===== src/rtl/audio_arbiter.sv =====
// Arbitrates the note generator between background music and three prioritised one-shot effects.
// Effects pre-empt music; a fixed silence gap follows every completed effect before music resumes.
module audio_arbiter #(
  parameter int unsigned FX_CYCLES  = 20_000_000,
  parameter int unsigned GAP_CYCLES = 1_000_000
) (
  input  logic        clk,
  input  logic        rst,
  input  logic        bgm_en,
  input  logic        bgm_note_en,
  input  logic [3:0]  bgm_note,
  input  logic [2:0]  fx_req,
  input  logic [11:0] fx_note,
  input  logic        stop_all,
  output logic        note_en,
  output logic [3:0]  note,
  output logic [1:0]  grant,
  output logic [2:0]  fx_ack,
  output logic        fx_done,
  output logic        busy
);

  typedef enum logic [1:0] {
    IDLE = 2'd0,
    BGM  = 2'd1,
    FX   = 2'd2,
    GAP  = 2'd3
  } state_t;

  localparam logic [31:0] FX_LOAD  = 32'(FX_CYCLES - 1);
  localparam logic [31:0] GAP_LOAD = 32'(GAP_CYCLES - 1);

  state_t      state;
  state_t      nxt;
  logic [2:0]  pending;
  logic [1:0]  cur;
  logic [31:0] cnt;
  logic        stop_q;
  logic [1:0]  hi_idx;
  logic [1:0]  sel;
  logic        preempt;
  logic        enter_fx;
  logic        cnt_zero;

  always_comb begin
    hi_idx = 2'd0;
    if (pending[2])      hi_idx = 2'd2;
    else if (pending[1]) hi_idx = 2'd1;
  end

  assign preempt  = (pending[2] && (cur != 2'd2)) || (pending[1] && (cur == 2'd0));
  assign cnt_zero = (cnt == 32'd0);

  // stop_all is registered first, so the kill lands one edge after it is sampled.
  always_comb begin
    nxt      = state;
    enter_fx = 1'b0;
    if (stop_q) begin
      nxt = IDLE;
    end else begin
      case (state)
        IDLE: begin
          if (|pending) begin
            nxt      = FX;
            enter_fx = 1'b1;
          end else if (bgm_en) begin
            nxt = BGM;
          end
        end
        BGM: begin
          if (|pending) begin
            nxt      = FX;
            enter_fx = 1'b1;
          end else if (!bgm_en) begin
            nxt = IDLE;
          end
        end
        FX: begin
          if (preempt) begin
            nxt      = FX;
            enter_fx = 1'b1;
          end else if (cnt_zero) begin
            nxt = GAP;
          end
        end
        GAP: begin
          if (cnt_zero) begin
            if (|pending) begin
              nxt      = FX;
              enter_fx = 1'b1;
            end else if (bgm_en) begin
              nxt = BGM;
            end else begin
              nxt = IDLE;
            end
          end
        end
        default: nxt = IDLE;
      endcase
    end
  end

  assign sel = enter_fx ? hi_idx : cur;

  always_ff @(posedge clk) begin
    if (rst) begin
      state   <= IDLE;
      pending <= 3'b000;
      cur     <= 2'd0;
      cnt     <= 32'd0;
      stop_q  <= 1'b0;
      note_en <= 1'b0;
      note    <= 4'd0;
      grant   <= 2'd0;
      fx_ack  <= 3'b000;
      fx_done <= 1'b0;
      busy    <= 1'b0;
    end else begin
      state   <= nxt;
      stop_q  <= stop_all;
      fx_ack  <= 3'b000;
      fx_done <= 1'b0;
      busy    <= (nxt != IDLE);

      // A new request on the grant cycle re-sets the bit it would otherwise clear.
      if (stop_q)
        pending <= 3'b000;
      else if (enter_fx)
        pending <= (pending & ~(3'b001 << hi_idx)) | fx_req;
      else
        pending <= pending | fx_req;

      case (nxt)
        BGM: begin
          note_en <= bgm_note_en;
          note    <= bgm_note;
          grant   <= 2'd1;
        end
        FX: begin
          note_en <= 1'b1;
          note    <= fx_note[{sel, 2'b00} +: 4];
          grant   <= 2'd2;
        end
        default: begin
          note_en <= 1'b0;
          grant   <= 2'd0;
        end
      endcase

      if (stop_q) begin
        cnt <= 32'd0;
      end else if (enter_fx) begin
        cur    <= hi_idx;
        fx_ack <= 3'b001 << hi_idx;
        cnt    <= FX_LOAD;
      end else if (state == FX && nxt == GAP) begin
        fx_done <= 1'b1;
        cnt     <= GAP_LOAD;
      end else if ((state == FX || state == GAP) && !cnt_zero) begin
        cnt <= cnt - 32'd1;
      end
    end
  end

endmodule

===== config.mk =====
export PLATFORM = sky130hd
export DESIGN_NAME = audio_arbiter
export DESIGN_NICKNAME = d
export VERILOG_FILES = /design/src/rtl/audio_arbiter.sv
export SDC_FILE = /design/constraint.sdc
export NUM_CORES = 1
export LEC_CHECK = 0
export ABC_AREA = 1
export BUFFER_PORTS_ARGS = -buffer_cell sky130_fd_sc_hd__buf_2
export CORE_MARGIN = 2
export CORE_UTILIZATION = 45
export DETAILED_ROUTE_END_ITERATION = 10
export REMOVE_ABC_BUFFERS = 1
export SLEW_MARGIN = 10
export SYNTH_ARGS = -nofsm -noshare
export SYNTH_HDL_FRONTEND = slang
export SYNTH_SLANG_ARGS = --single-unit

===== constraint.sdc =====
create_clock -name clk -period 3.1 [get_ports clk]
set_clock_uncertainty 0.1 [all_clocks]
set_input_delay 0.155 -clock clk [delete_from_list [all_inputs] [get_ports clk]]
set_output_delay 0.155 -clock clk [all_outputs]
set_load 0.01 [all_outputs]

==> impl_metrics.json <==
{
  "status": "complete, no violations",
  "grt_pass1_vias": 2439,
  "p_per_area_nw_per_um2": 529.0,
  "worstPathMaxFanout": 8,
  "endpoint_kind": "flop",
  "antenna_cells": 0,
  "start_util": 0.4735,
  "cts_sinks": 52,
  "grt_use_total": 0.1868,
  "crit_arrival_ns": 2.90,
  "drt_iter0_drc": 67,
  "ys.flop_type": "dfxtp_1",
  "ys_seq_area_frac": 0.3670,
  "tns_ns": 0,
  "syn_area_per_cell_um2": 7.145,
  "viasPerCell": 4.887,
  "tritoncts": "built",
  "num_rows": 28,
  "cts_resized": 0,
  "yosys.area.top_type_share": 0.3670,
  "ios": 36,
  "peakVddDrop_v": 0.0002081,
  "drc_errors": 0,
  "coreArea_um2": 5991,
  "die_w_um": 83.40,
  "clk_pin_slew_ns": 0.09,
  "placed_area_um2": 3084,
  "max_slew_margin": 0.7027,
  "cts_htree_levels": 2,
  "io_buffer_count": 35,
  "max_cap_viol_count": 0,
  "ys_ff_latch": 52,
  "gr-total-overflow": 0,
  "fin_ws_ns": 0.3401,
  "synth_edf_count": 0,
  "grt_pass1_wl_mm": 10.83,
  "fmax_mhz": 362.3,
  "dpl.hpwl_mm": 4.821,
  "hold_viol_final": 0,
  "async_flop_share": 0,
  "yosys-top-cells-count": "nor2_1, nand2_1, dfxtp_1",
  "yosysWarnings": 0,
  "insertion_delay_ns": 0.30,
  "fin_crit_ns": 2.760,
  "wl_per_cell_um": 12.11,
  "hold_class": "in -> reg",
  "report.final.slew_viol_count": 0,
  "leakagePower_nw": 1.537,
  "fin_area_um2": 3214,
  "ys_types": 36,
  "tightest_slew_ns": 0.4418,
  "synthCells": 397,
  "startpoint_type": "flop",
  "die-area_um2": 6955,
  "period_share": 0.8903,
  "die_h_um": 83.40,
  "rsz0062_at_grt": "false",
  "synth_most_common_cell": "nor2_1",
  "wl_mm": 6.236,
  "setup_viol": 0,
  "hold_ws_ns": 0.05087,
  "syn-cell-area_um2": 2836,
  "cts-root-buf": "clkbuf_8",
  "clockBufferDepth": 2,
  "num-nets-final": 471,
  "place_congestion": 0.8288,
  "fin_cells": 515,
  "grt_max_degree": 17,
  "cts_buffers": 5,
  "area_growth_pct": 13.32,
  "vias": 2517,
  "drive_above_1_share": 0.2000,
  "ant_nets": 0,
  "worstSetupPathType": "reg -> reg",
  "synth_largest_area_cell": "dfxtp_1",
  "first_pass_iters": 4,
  "required_ns": 3.24,
  "placedCellCount": 503,
  "antenna_found_initial": 0,
  "place_ws_ns": 0.3294,
  "synth_area_leaders": "dfxtp_1, nor2_1, nand2_1"
}
critical path, stage by stage (launching register included):
cell and delay, ns:
dfxtp_1 0.34, inv_1 0.11, ha_1 0.16, nand2_1 0.05
nor2_1 0.12, nand2_2 0.08, nor2_4 0.17, nor2_4 0.05
a21oi_1 0.19, nor2_1 0.12, ha_1 0.20, nand2_1 0.16
inv_1 0.13, nor2_2 0.30, a21boi_1 0.19, o21ai_0 0.10
a21oi_1 0.13
state kept, by name, indices dropped and copies added (netlist names):
name	flops
cnt	32
busy	1
fx_done	1
cur	2
pending	3
stop_q	1
state	2
fx_ack	3
grant	2
note_en	1
note	4
stage by stage:
| step | total power, mW | util |
|---|---|---|
| final | 1.701 | 0.5366 |
| after detailed placement | 1.322 | 0.5148 |
| after global placement | 1.319 | 0.5148 |
| after global routing | 1.825 | 0.5366 |
| after CTS | 1.727 | 0.5366 |
| after floorplan | 1.184 | - |
where the power goes:
| part | total (mW) | switching, mW | internal, mW |
|---|---|---|---|
| clock | 0.392 | 0.210 | 0.183 |
| combinational | 0.526 | 0.331 | 0.195 |
| sequential | 0.782 | 0.0561 | 0.726 |
cell usage in the layout, fill, tap and decap left out, types with 3 or more instances in the layout:
master / instances
nor2_1: 80
xnor2_1: 6
o31ai_1: 3
xor2_1: 12
a31oi_1: 8
or2_2: 4
a21oi_1: 20
nor3_2: 3
buf_2: 35
nor2_4: 6
ha_1: 8
dfxtp_1: 52
nand2_1: 59
nand2_2: 13
inv_1: 41
nand3b_1: 5
clkbuf_8: 6
inv_2: 4
nor3_1: 8
dlygate4sd3_1: 4
o21ai_0: 10
nand3_1: 19
nor2_2: 10
nand4_1: 3
nor3b_1: 3
kinds of logic (layout without fill, tap and decap cells):
group           after synthesis  count (layout)  synth area share
fa+ha+maj                     8               8           0.03529
simple gates                219             219            0.3714
buf+inv                      53              96           0.07499
flops                        52              52            0.3670
xor+xnor                     18              18           0.05558
compound gates               47              47           0.09573
per-layer routing:
| layer | GRT usage | part of all wire |
|---|---|---|
| met5 | 0 | 0 |
| met4 | 0.05514 | 0.013 |
| met3 | 0.03280 | 0.035 |
| met2 | 0.3336 | 0.50 |
| met1 | 0.2284 | 0.45 |
repair_timing:
action,in CTS,in global routing
hold buffers,4,0
setup endpoints to repair,0,0
buffers inserted,0,0
hold endpoints to repair,4,0
final cells by class:
| class | count | area (um2) |
|---|---|---|
| tap | 75 | 93.84 |
| timing repair buffer | 41 | 230.2 |
| fill | 616 | 2776 |
| inverter | 47 | 176.4 |
| sequential | 52 | 1041 |
| multi-input combinational | 292 | 1583 |
| clock buffer | 8 | 90.09 |
path summary, 6_finish.rpt:
check	from	end	cells after the start	slack, ns
setup / recovery	cnt[0]$_SDFFE_PP0P_	cnt[21]$_SDFFE_PP0P_	16	0.34
hold / removal	bgm_note_en	note_en$_SDFF_PP0_	3	0.05
setup reg to reg	cnt[0]$_SDFFE_PP0P_	cnt[21]$_SDFFE_PP0P_	16	0.34
hold reg to reg	note[3]$_SDFFE_PP0P_	note[3]$_SDFFE_PP0P_	2	0.37
No activity file was read; power rests on OpenSTA's default activity.
